**src/rtl/ring_arbiter.sv**
```systemverilog
// Round-robin ring arbiter: N requesters share one resource, each grant is
// bounded to MAXHOLD cycles and followed by at least one idle bubble.
module ring_arbiter #(
  parameter int N       = 4,
  parameter int MAXHOLD = 8
) (
  input  logic                           clk,
  input  logic                           reset,
  input  logic                           en,
  input  logic [N-1:0]                   req,
  input  logic                           owner_release,
  output logic [N-1:0]                   grant,
  output logic                           grant_valid,
  output logic [N-1:0]                   ptr,
  output logic [$clog2(MAXHOLD+1)-1:0]   hold_cnt
);

  localparam int HW = $clog2(MAXHOLD + 1);
  localparam logic [N-1:0]  ONE_N     = N'(1);
  localparam logic [HW-1:0] HOLD_ONE  = HW'(1);
  localparam logic [HW-1:0] HOLD_LAST = HW'(MAXHOLD - 1);

  typedef enum logic [0:0] {
    IDLE  = 1'b0,
    GRANT = 1'b1
  } state_t;

  state_t        state_q, state_d;
  logic [N-1:0]  grant_q, grant_d;
  logic [N-1:0]  ptr_q, ptr_d;
  logic          grant_valid_q, grant_valid_d;
  logic [HW-1:0] hold_cnt_q, hold_cnt_d;

  logic [N-1:0]  hi_req_s;
  logic [N-1:0]  pick_s;
  logic          exit_s;

  function automatic logic [N-1:0] lowest_set(input logic [N-1:0] v);
    return v & (~v + ONE_N);
  endfunction

  // Winner search: requests at or above the pointer first, else wrap to the lowest request.
  always_comb begin
    hi_req_s = req & ~(ptr_q - ONE_N);
    if (|hi_req_s) begin
      pick_s = lowest_set(hi_req_s);
    end else begin
      pick_s = lowest_set(req);
    end
  end

  // A grant ends on release, on the owner withdrawing, or when the hold budget is spent.
  always_comb begin
    exit_s = owner_release
           | ~|(req & grant_q)
           | (en & (hold_cnt_q == HOLD_LAST));
  end

  // Next-state and next-output computation for the IDLE/GRANT machine.
  always_comb begin
    state_d    = state_q;
    grant_d    = grant_q;
    ptr_d      = ptr_q;
    hold_cnt_d = hold_cnt_q;
    case (state_q)
      IDLE: begin
        if (en && (|req)) begin
          state_d    = GRANT;
          grant_d    = pick_s;
          hold_cnt_d = '0;
        end else begin
          state_d    = IDLE;
        end
      end
      GRANT: begin
        if (exit_s) begin
          state_d    = IDLE;
          grant_d    = '0;
          hold_cnt_d = '0;
          ptr_d      = {grant_q[N-2:0], grant_q[N-1]};
        end else if (en) begin
          hold_cnt_d = hold_cnt_q + HOLD_ONE;
        end else begin
          hold_cnt_d = hold_cnt_q;
        end
      end
      default: begin
        state_d    = IDLE;
        grant_d    = '0;
        ptr_d      = ONE_N;
        hold_cnt_d = '0;
      end
    endcase
    grant_valid_d = |grant_d;
  end

  // State and output registers; reset takes effect without waiting for a clock.
  always_ff @(posedge clk or posedge reset) begin
    if (reset) begin
      state_q       <= IDLE;
      grant_q       <= '0;
      ptr_q         <= ONE_N;
      grant_valid_q <= 1'b0;
      hold_cnt_q    <= '0;
    end else begin
      state_q       <= state_d;
      grant_q       <= grant_d;
      ptr_q         <= ptr_d;
      grant_valid_q <= grant_valid_d;
      hold_cnt_q    <= hold_cnt_d;
    end
  end

  assign grant       = grant_q;
  assign grant_valid = grant_valid_q;
  assign ptr         = ptr_q;
  assign hold_cnt    = hold_cnt_q;

endmodule

```
**config.mk**
```make
export PLATFORM = sky130hd
export DESIGN_NAME = ring_arbiter
export DESIGN_NICKNAME = d
export VERILOG_FILES = /design/src/rtl/ring_arbiter.sv
export SDC_FILE = /design/constraint.sdc
export NUM_CORES = 1
export LEC_CHECK = 0
export ABC_CLOCK_PERIOD_IN_PS = 2500
export CAP_MARGIN = 25
export CORE_AREA = 2 2 49 62
export CTS_CLUSTER_DIAMETER = 40
export DETAILED_ROUTE_END_ITERATION = 8
export DIE_AREA = 0 0 51 64
export PLACE_DENSITY = 0.51
export SYNTH_ARGS = -nofsm -noshare
export SYNTH_HDL_FRONTEND = slang
export SYNTH_SLANG_ARGS = --single-unit
```
**constraint.sdc**
```tcl
create_clock -name clk -period 2.5 [get_ports clk]
set_input_delay 0.25 -clock clk [delete_from_list [all_inputs] [get_ports clk]]
set_output_delay 0.25 -clock clk [all_outputs]
set_load 0.02 [all_outputs]
```
==> results of run 1 <==
final cells by class:
class | count | area [sq um]
clock buffers | 4 | 36.28
multi-input cells | 62 | 392.9
fillers | 281 | 1600
inverters | 8 | 30.03
repair buffers | 20 | 200.2
well taps | 34 | 42.54
flip-flops and latches | 14 | 351.6
worst max-delay path: cells and delay by family, from the launching register on:
kind | cells | cell delay (ns)
AND/OR/NAND/NOR | 2 | 0.51
buffers and inverters | 1 | 0.07
adder cells (fa/ha/maj) | 1 | 0.32
flip-flops | 1 | 0.60
AO/OA/AOI/OAI | 3 | 0.52
Yosys cell counts:
cell       instances  area, sq um
o2bb2ai_1          1        8.760
o21ai_0            7        35.03
nor2_1             4        15.01
a31oi_1            2        12.51
and2b_1            1        7.510
or4_4              1        11.26
a211oi_2           1        12.51
xnor2_1            1        8.760
and3_1             2        12.51
xor2_1             1        8.760
ha_1               2        25.02
clkbuf_1           1        3.750
nand3_1            1        5.000
mux2_2             1        11.26
a22oi_1            3        22.52
a21boi_0           2        15.01
nand4_1            2        12.51
nand2_1           12        45.04
nand2b_1           1        6.260
a22o_1             1        8.760
nor3b_1            1        7.510
dfrtp_1           13        325.3
or4_1              2        15.01
o31ai_1            1        7.510
dfstp_2            1        26.28
and4_1             1        8.760
o22ai_1            4        25.02
nor2b_1            1        6.260
inv_1              8        30.03
nor3_1             1        5.000
a21oi_1            3        15.01
and4b_1            1        10.01
a21oi_2            1        8.760
routing by layer:
layer	vias to the layer above	global-route usage	wire [um]
met1	335	0.1647	865
met3	2	0.01402	91
met4	0	0.06081	19
met5	-	0	0
li1	354	-	-
met2	19	0.1916	883
flip-flops by register name, indices dropped and copies added, names as in the netlist:
signal	cells
grant	4
hold_cnt	4
ptr	4
grant_valid	1
state_q	1
through the flow:
step / cells / instance area [sq um] / util / hold WS, ns
3_3_place_gp: 138 / 1017 / 0.3833 / 0.5430
5_1_grt: 142 / 1054 / 0.3970 / 0.3493
2_1_floorplan: 85 / 778.2 / - / 0.1385
4_1_cts: 142 / 1054 / 0.3970 / 0.3341
3_5_place_dp: 138 / 1017 / 0.3833 / 0.5436
6_report: 142 / 1054 / 0.3970 / 0.3123
power by group through the flow:
| stage | combinational [mW] | sequential (mW) | clock (mW) |
|---|---|---|---|
| 3_5_place_dp | 0.577 | 0.386 | 0 |
| 5_1_grt | 0.627 | 0.392 | 0.178 |
| 3_3_place_gp | 0.583 | 0.385 | 0 |
| 6_report | 0.573 | 0.379 | 0.160 |
| 4_1_cts | 0.580 | 0.381 | 0.165 |
| 2_1_floorplan | 0.292 | 0.445 | 0 |
logic make-up (layout without fill, tap and decap cells):
| family | after synthesis | in the layout | share of synthesized area |
|---|---|---|---|
| and+or+nand+nor | 31 | 31 | 0.2154 |
| adders and majority gates | 2 | 2 | 0.03215 |
| buffers and inverters | 9 | 32 | 0.04341 |
| AOI/OAI and AO/OA | 26 | 26 | 0.2202 |
| muxes | 1 | 1 | 0.01447 |
| xor gates and xnor gates | 2 | 2 | 0.02251 |
| DFF | 14 | 14 | 0.4518 |
how the worst max path moves through the flow:
| stage | slack (ns) | to | cells past startpoint |
|---|---|---|---|
| after floorplan | 0.48 | grant_valid | 7 |
| after global placement | 0.26 | grant_valid | 6 |
| after detailed placement | 0.25 | grant_valid | 6 |
| after CTS | 0.34 | grant_valid | 7 |
| after global routing | 0.18 | grant_valid | 7 |
| final | 0.33 | grant_valid | 7 |
==> reports/qor.csv, run 1 <==
metric,value,unit
outcome,"complete, no violations",
CP Class,register to register,
CP Capture Type,register,
reg2reg end,grant_valid,
HPWL Detailed,1430,um
remaining global-route overflow,0,
clock power share,0.144,
Crit path required time,2.64,ns
internal power,0.6638,mW
Psw,0.4489,mW
vias per inst,5.000,
port bufs,20,
die width,51,um
via count,710,
Syn Area/Cell,9.156,sq um
combinational fraction of design power,0.515,
Final Hold Viols,0,
Rows,21,
DRT antenna net count,0,
vias in the first global route,684,
CTS tree,done,
max frequency,460.9,MHz
share of cells above drive strength 1,0.08333,
H-tree depth,1,
Synthesized Nets,95,
slowest cell on the critical path,dfstp_2,
mapped cell area,778.2,sq um
dpl ws,0.2516,ns
Pwr Total,1.113,mW
RSZ-0062 raised after global routing,false,
r2r startpoint,ptr[0],
switching part of the total,0.4034,
WL per Instance,13.09,um
Worst Hold Class,primary input to asynchronous set/reset pin,
Tcrit/Tclk final,0.8679,
R2R setup slack,0.33,ns
beginning of the critical path,ptr[0],
Area Growth Syn to Fin,35.37,%
Worst Path Arrival,2.31,ns
largest net degree at the start of global routing,15,
n_diodes,0,
total CTS buffers,3,
"commonest non-fill, non-tap cells in the layout","20 x clkdlybuf4s50_1, 13 x dfrtp_1, 12 x nand2_1, 8 x inv_1, 7 x o21ai_0",
crit path max fanout,7,
setup TNS,0,ns
PnR worst setup slack,0.3302,ns
clk sinks,14,
first-pass GRT wire length,3056,um
Initial Util,0.2933,
clock-pin slew of the registers on the worst-case setup and hold paths,0.09,ns
Post-Syn Instances,85,
"commonest non-fill, non-tap cell in the layout",clkdlybuf4s50_1,
"Seq/Total Area, Yosys",0.4518,
Routed WL,1859,um
global placement routability congestion,0.8006,
clk_lat worst skew,0.28,ns
Final #Nets,119,
Yosys cell types,33,
post-CTS sizing,0,
#FFs+latches synth,14,
cell leakage power,0.4413,nW
Core ar.,2654,sq um
Top-Level Pins,21,
count of final setup violators,0,
worst slew pin tran,0.5498,ns
DR iter-0 viols,16,
gr usage total,0.1223,
Reg power frac,0.341,
initial antenna violation count,0,
CTS root buf,clkbuf_4,
startpoint types,register,
Reg2Reg Depth,7,
setup bufs post-CTS,0,
Die ar.,3264,sq um
Rel. slew slack,0.6330,
number of synthesis warnings,0,
CP Cell Sequence,"inv_1, ha_1, a22oi_1, nand4_1, a21boi_0, o21ai_0, or4_1",
Worst IR Drop VDD,0.4356,mV
cts hold-fix bufs,0,
# DRC,0,
max incr delay on CP,0.60,ns
min cycle time layout,2.170,ns
maximum clock path buffer count,2,
power per cell area,1056,nW/um^2
Die Y,64,um
router iterations before antenna repair,4,
Max Slew Vio Count,0,
clock skew,0.009843,ns
maxcap violations,0,
No activity file was read; power rests on OpenSTA's default activity.
==> inputs of run 2 (changes only) <==
==> constraint.sdc (replaced) <==
create_clock -name clk -period 2.5 [get_ports clk]
set_input_delay 0.75 -clock clk [delete_from_list [all_inputs] [get_ports clk]]
set_output_delay 0.75 -clock clk [all_outputs]
set_load 0.02 [all_outputs]
==> run 2 against run 1 <==
Net effect:
- sequential cell count unchanged
- global-route usage increased by 1.5 points
- via count increased by 7.0%
- critical endpoint unchanged
- maximum frequency decreased by 6.2%
==> reports/qor.csv, run 2 (synthesized netlist as in run 1, its figures left out) <==
metric,value,unit
largest net degree at the start of global routing,15,
Rows,21,
DRT antenna net count,0,
initial antenna violation count,0,
n_diodes,0,
die width,51,um
outcome,"complete, no violations",
count of final setup violators,0,
WL per Instance,13.29,um
# DRC,0,
Core ar.,2654,sq um
max incr delay on CP,0.57,ns
global placement routability congestion,0.8036,
Pwr Total,1.177,mW
via count,760,
setup bufs post-CTS,0,
Routed WL,2033,um
maximum clock path buffer count,2,
port bufs,20,
Die Y,64,um
CP Cell Sequence,"clkdlybuf4s50_1, buf_4, nor2_1, and3_1, a21boi_0, o21ai_0, or4_1",
CP Class,primary input to register,
max frequency,432.4,MHz
CP top delay family,buffers and inverters,
vias in the first global route,823,
clock-pin slew of the registers on the worst-case setup and hold paths,0.09,ns
gr usage total,0.1373,
share of cells above drive strength 1,0.1765,
router iterations before antenna repair,4,
Post-Route Utilization,0.4295,
dpl ws,-0.1570,ns
Max Slew Vio Count,0,
"commonest non-fill, non-tap cells in the layout","20 x clkdlybuf4s50_1, 13 x dfrtp_1, 12 x nand2_1, 11 x buf_4, 8 x inv_1",
Top-Level Pins,21,
Final Hold Viols,0,
power per cell area,1032,nW/um^2
RSZ-0062 raised after global routing,false,
worst slew pin tran,0.5748,ns
H-tree depth,1,
cell leakage power,0.4949,nW
Tcrit/Tclk final,0.9251,
CTS root buf,clkbuf_4,
CP Capture Type,register,
vias per inst,4.967,
crit path max fanout,6,
first-pass GRT wire length,3477,um
DR iter-0 viols,16,
remaining global-route overflow,0,
clk sinks,14,
Final Non-Filler Cells,153,
Worst Path Arrival,2.46,ns
Crit path required time,2.65,ns
min cycle time layout,2.313,ns
PnR worst setup slack,0.1872,ns
Initial Util,0.2933,
setup TNS,0,ns
total CTS buffers,3,
clock skew,0.001937,ns
"Buf+Inv Stages, Crit Path",2,
CTS tree,done,
Die ar.,3264,sq um
placed cells,149,
Final #Nets,130,
startpoint types,primary input,
Area Growth Syn to Fin,46.46,%
slowest cell on the critical path,clkdlybuf4s50_1,
"commonest non-fill, non-tap cell in the layout",clkdlybuf4s50_1,
HPWL Detailed,1614,um
Worst IR Drop VDD,0.3455,mV
maxcap violations,0,
Rel. slew slack,0.6164,
clk_lat worst skew,0.27,ns
Worst Hold Class,register to register,
## run 2: changes by cell type in the layout (fill, tap and decap cells not counted), sizes merged
cell | previous run | this run
buf | 0 | 11
## run 2: worst paths after layout
| check | start | cells past startpoint | slack, ns | end |
|---|---|---|---|---|
| max | req[0] | 7 | 0.19 | grant_valid |
| min | ptr[3] | 2 | 0.56 | ptr[3] |
| max reg2reg | ptr[0] | 7 | 0.31 | grant_valid |
| min reg2reg | ptr[3] | 2 | 0.56 | ptr[3] |
| max in group asynchronous | reset | 2 | 1.30 | hold_cnt[3] |
| min in group asynchronous | reset | 2 | 0.83 | hold_cnt[0] |
## run 2: metrics by stage
stage	cell area, sq um	hold slack [ns]
finish	1140	0.5560
global route	1140	0.6173
CTS	1136	0.5631
detailed placement	1100	0.5414
global placement	1100	0.5399
floorplan	778.2	0.5692
## run 2: cell type report
class | instances | area [sq um]
multi-input cells | 62 | 396.6
repair buffers | 31 | 282.8
clock buffers | 4 | 36.28
fillers | 271 | 1514
well taps | 34 | 42.54
flip-flops and latches | 14 | 351.6
inverters | 8 | 30.03
## run 2: worst register-to-register path, stage by stage, from the launching register on
cell and delay (ns):
dfstp_2 0.60, inv_1 0.08, ha_1 0.21, xnor2_1 0.23, nand2_1 0.13, a31oi_1 0.26
nor2_1 0.06, or4_1 0.49
## run 2: routing by layer
layer / wire length (um) / track usage
met5: 0 / 0
met4: 34 / 0.05068
met3: 70 / 0.01869
met2: 991 / 0.2403
met1: 937 / 0.1674
## run 2: repair_timing
action | 4_1_cts | 5_1_grt
resized for setup | 0 | 1
hold buffers | 0 | 0
setup endpoints to repair | 0 | 1
## run 2: power by group
| group | total, mW | switching [mW] | internal [mW] |
|---|---|---|---|
| sequential | 0.383 | 0.0830 | 0.300 |
| clock | 0.160 | 0.0715 | 0.0884 |
| combinational | 0.634 | 0.319 | 0.316 |
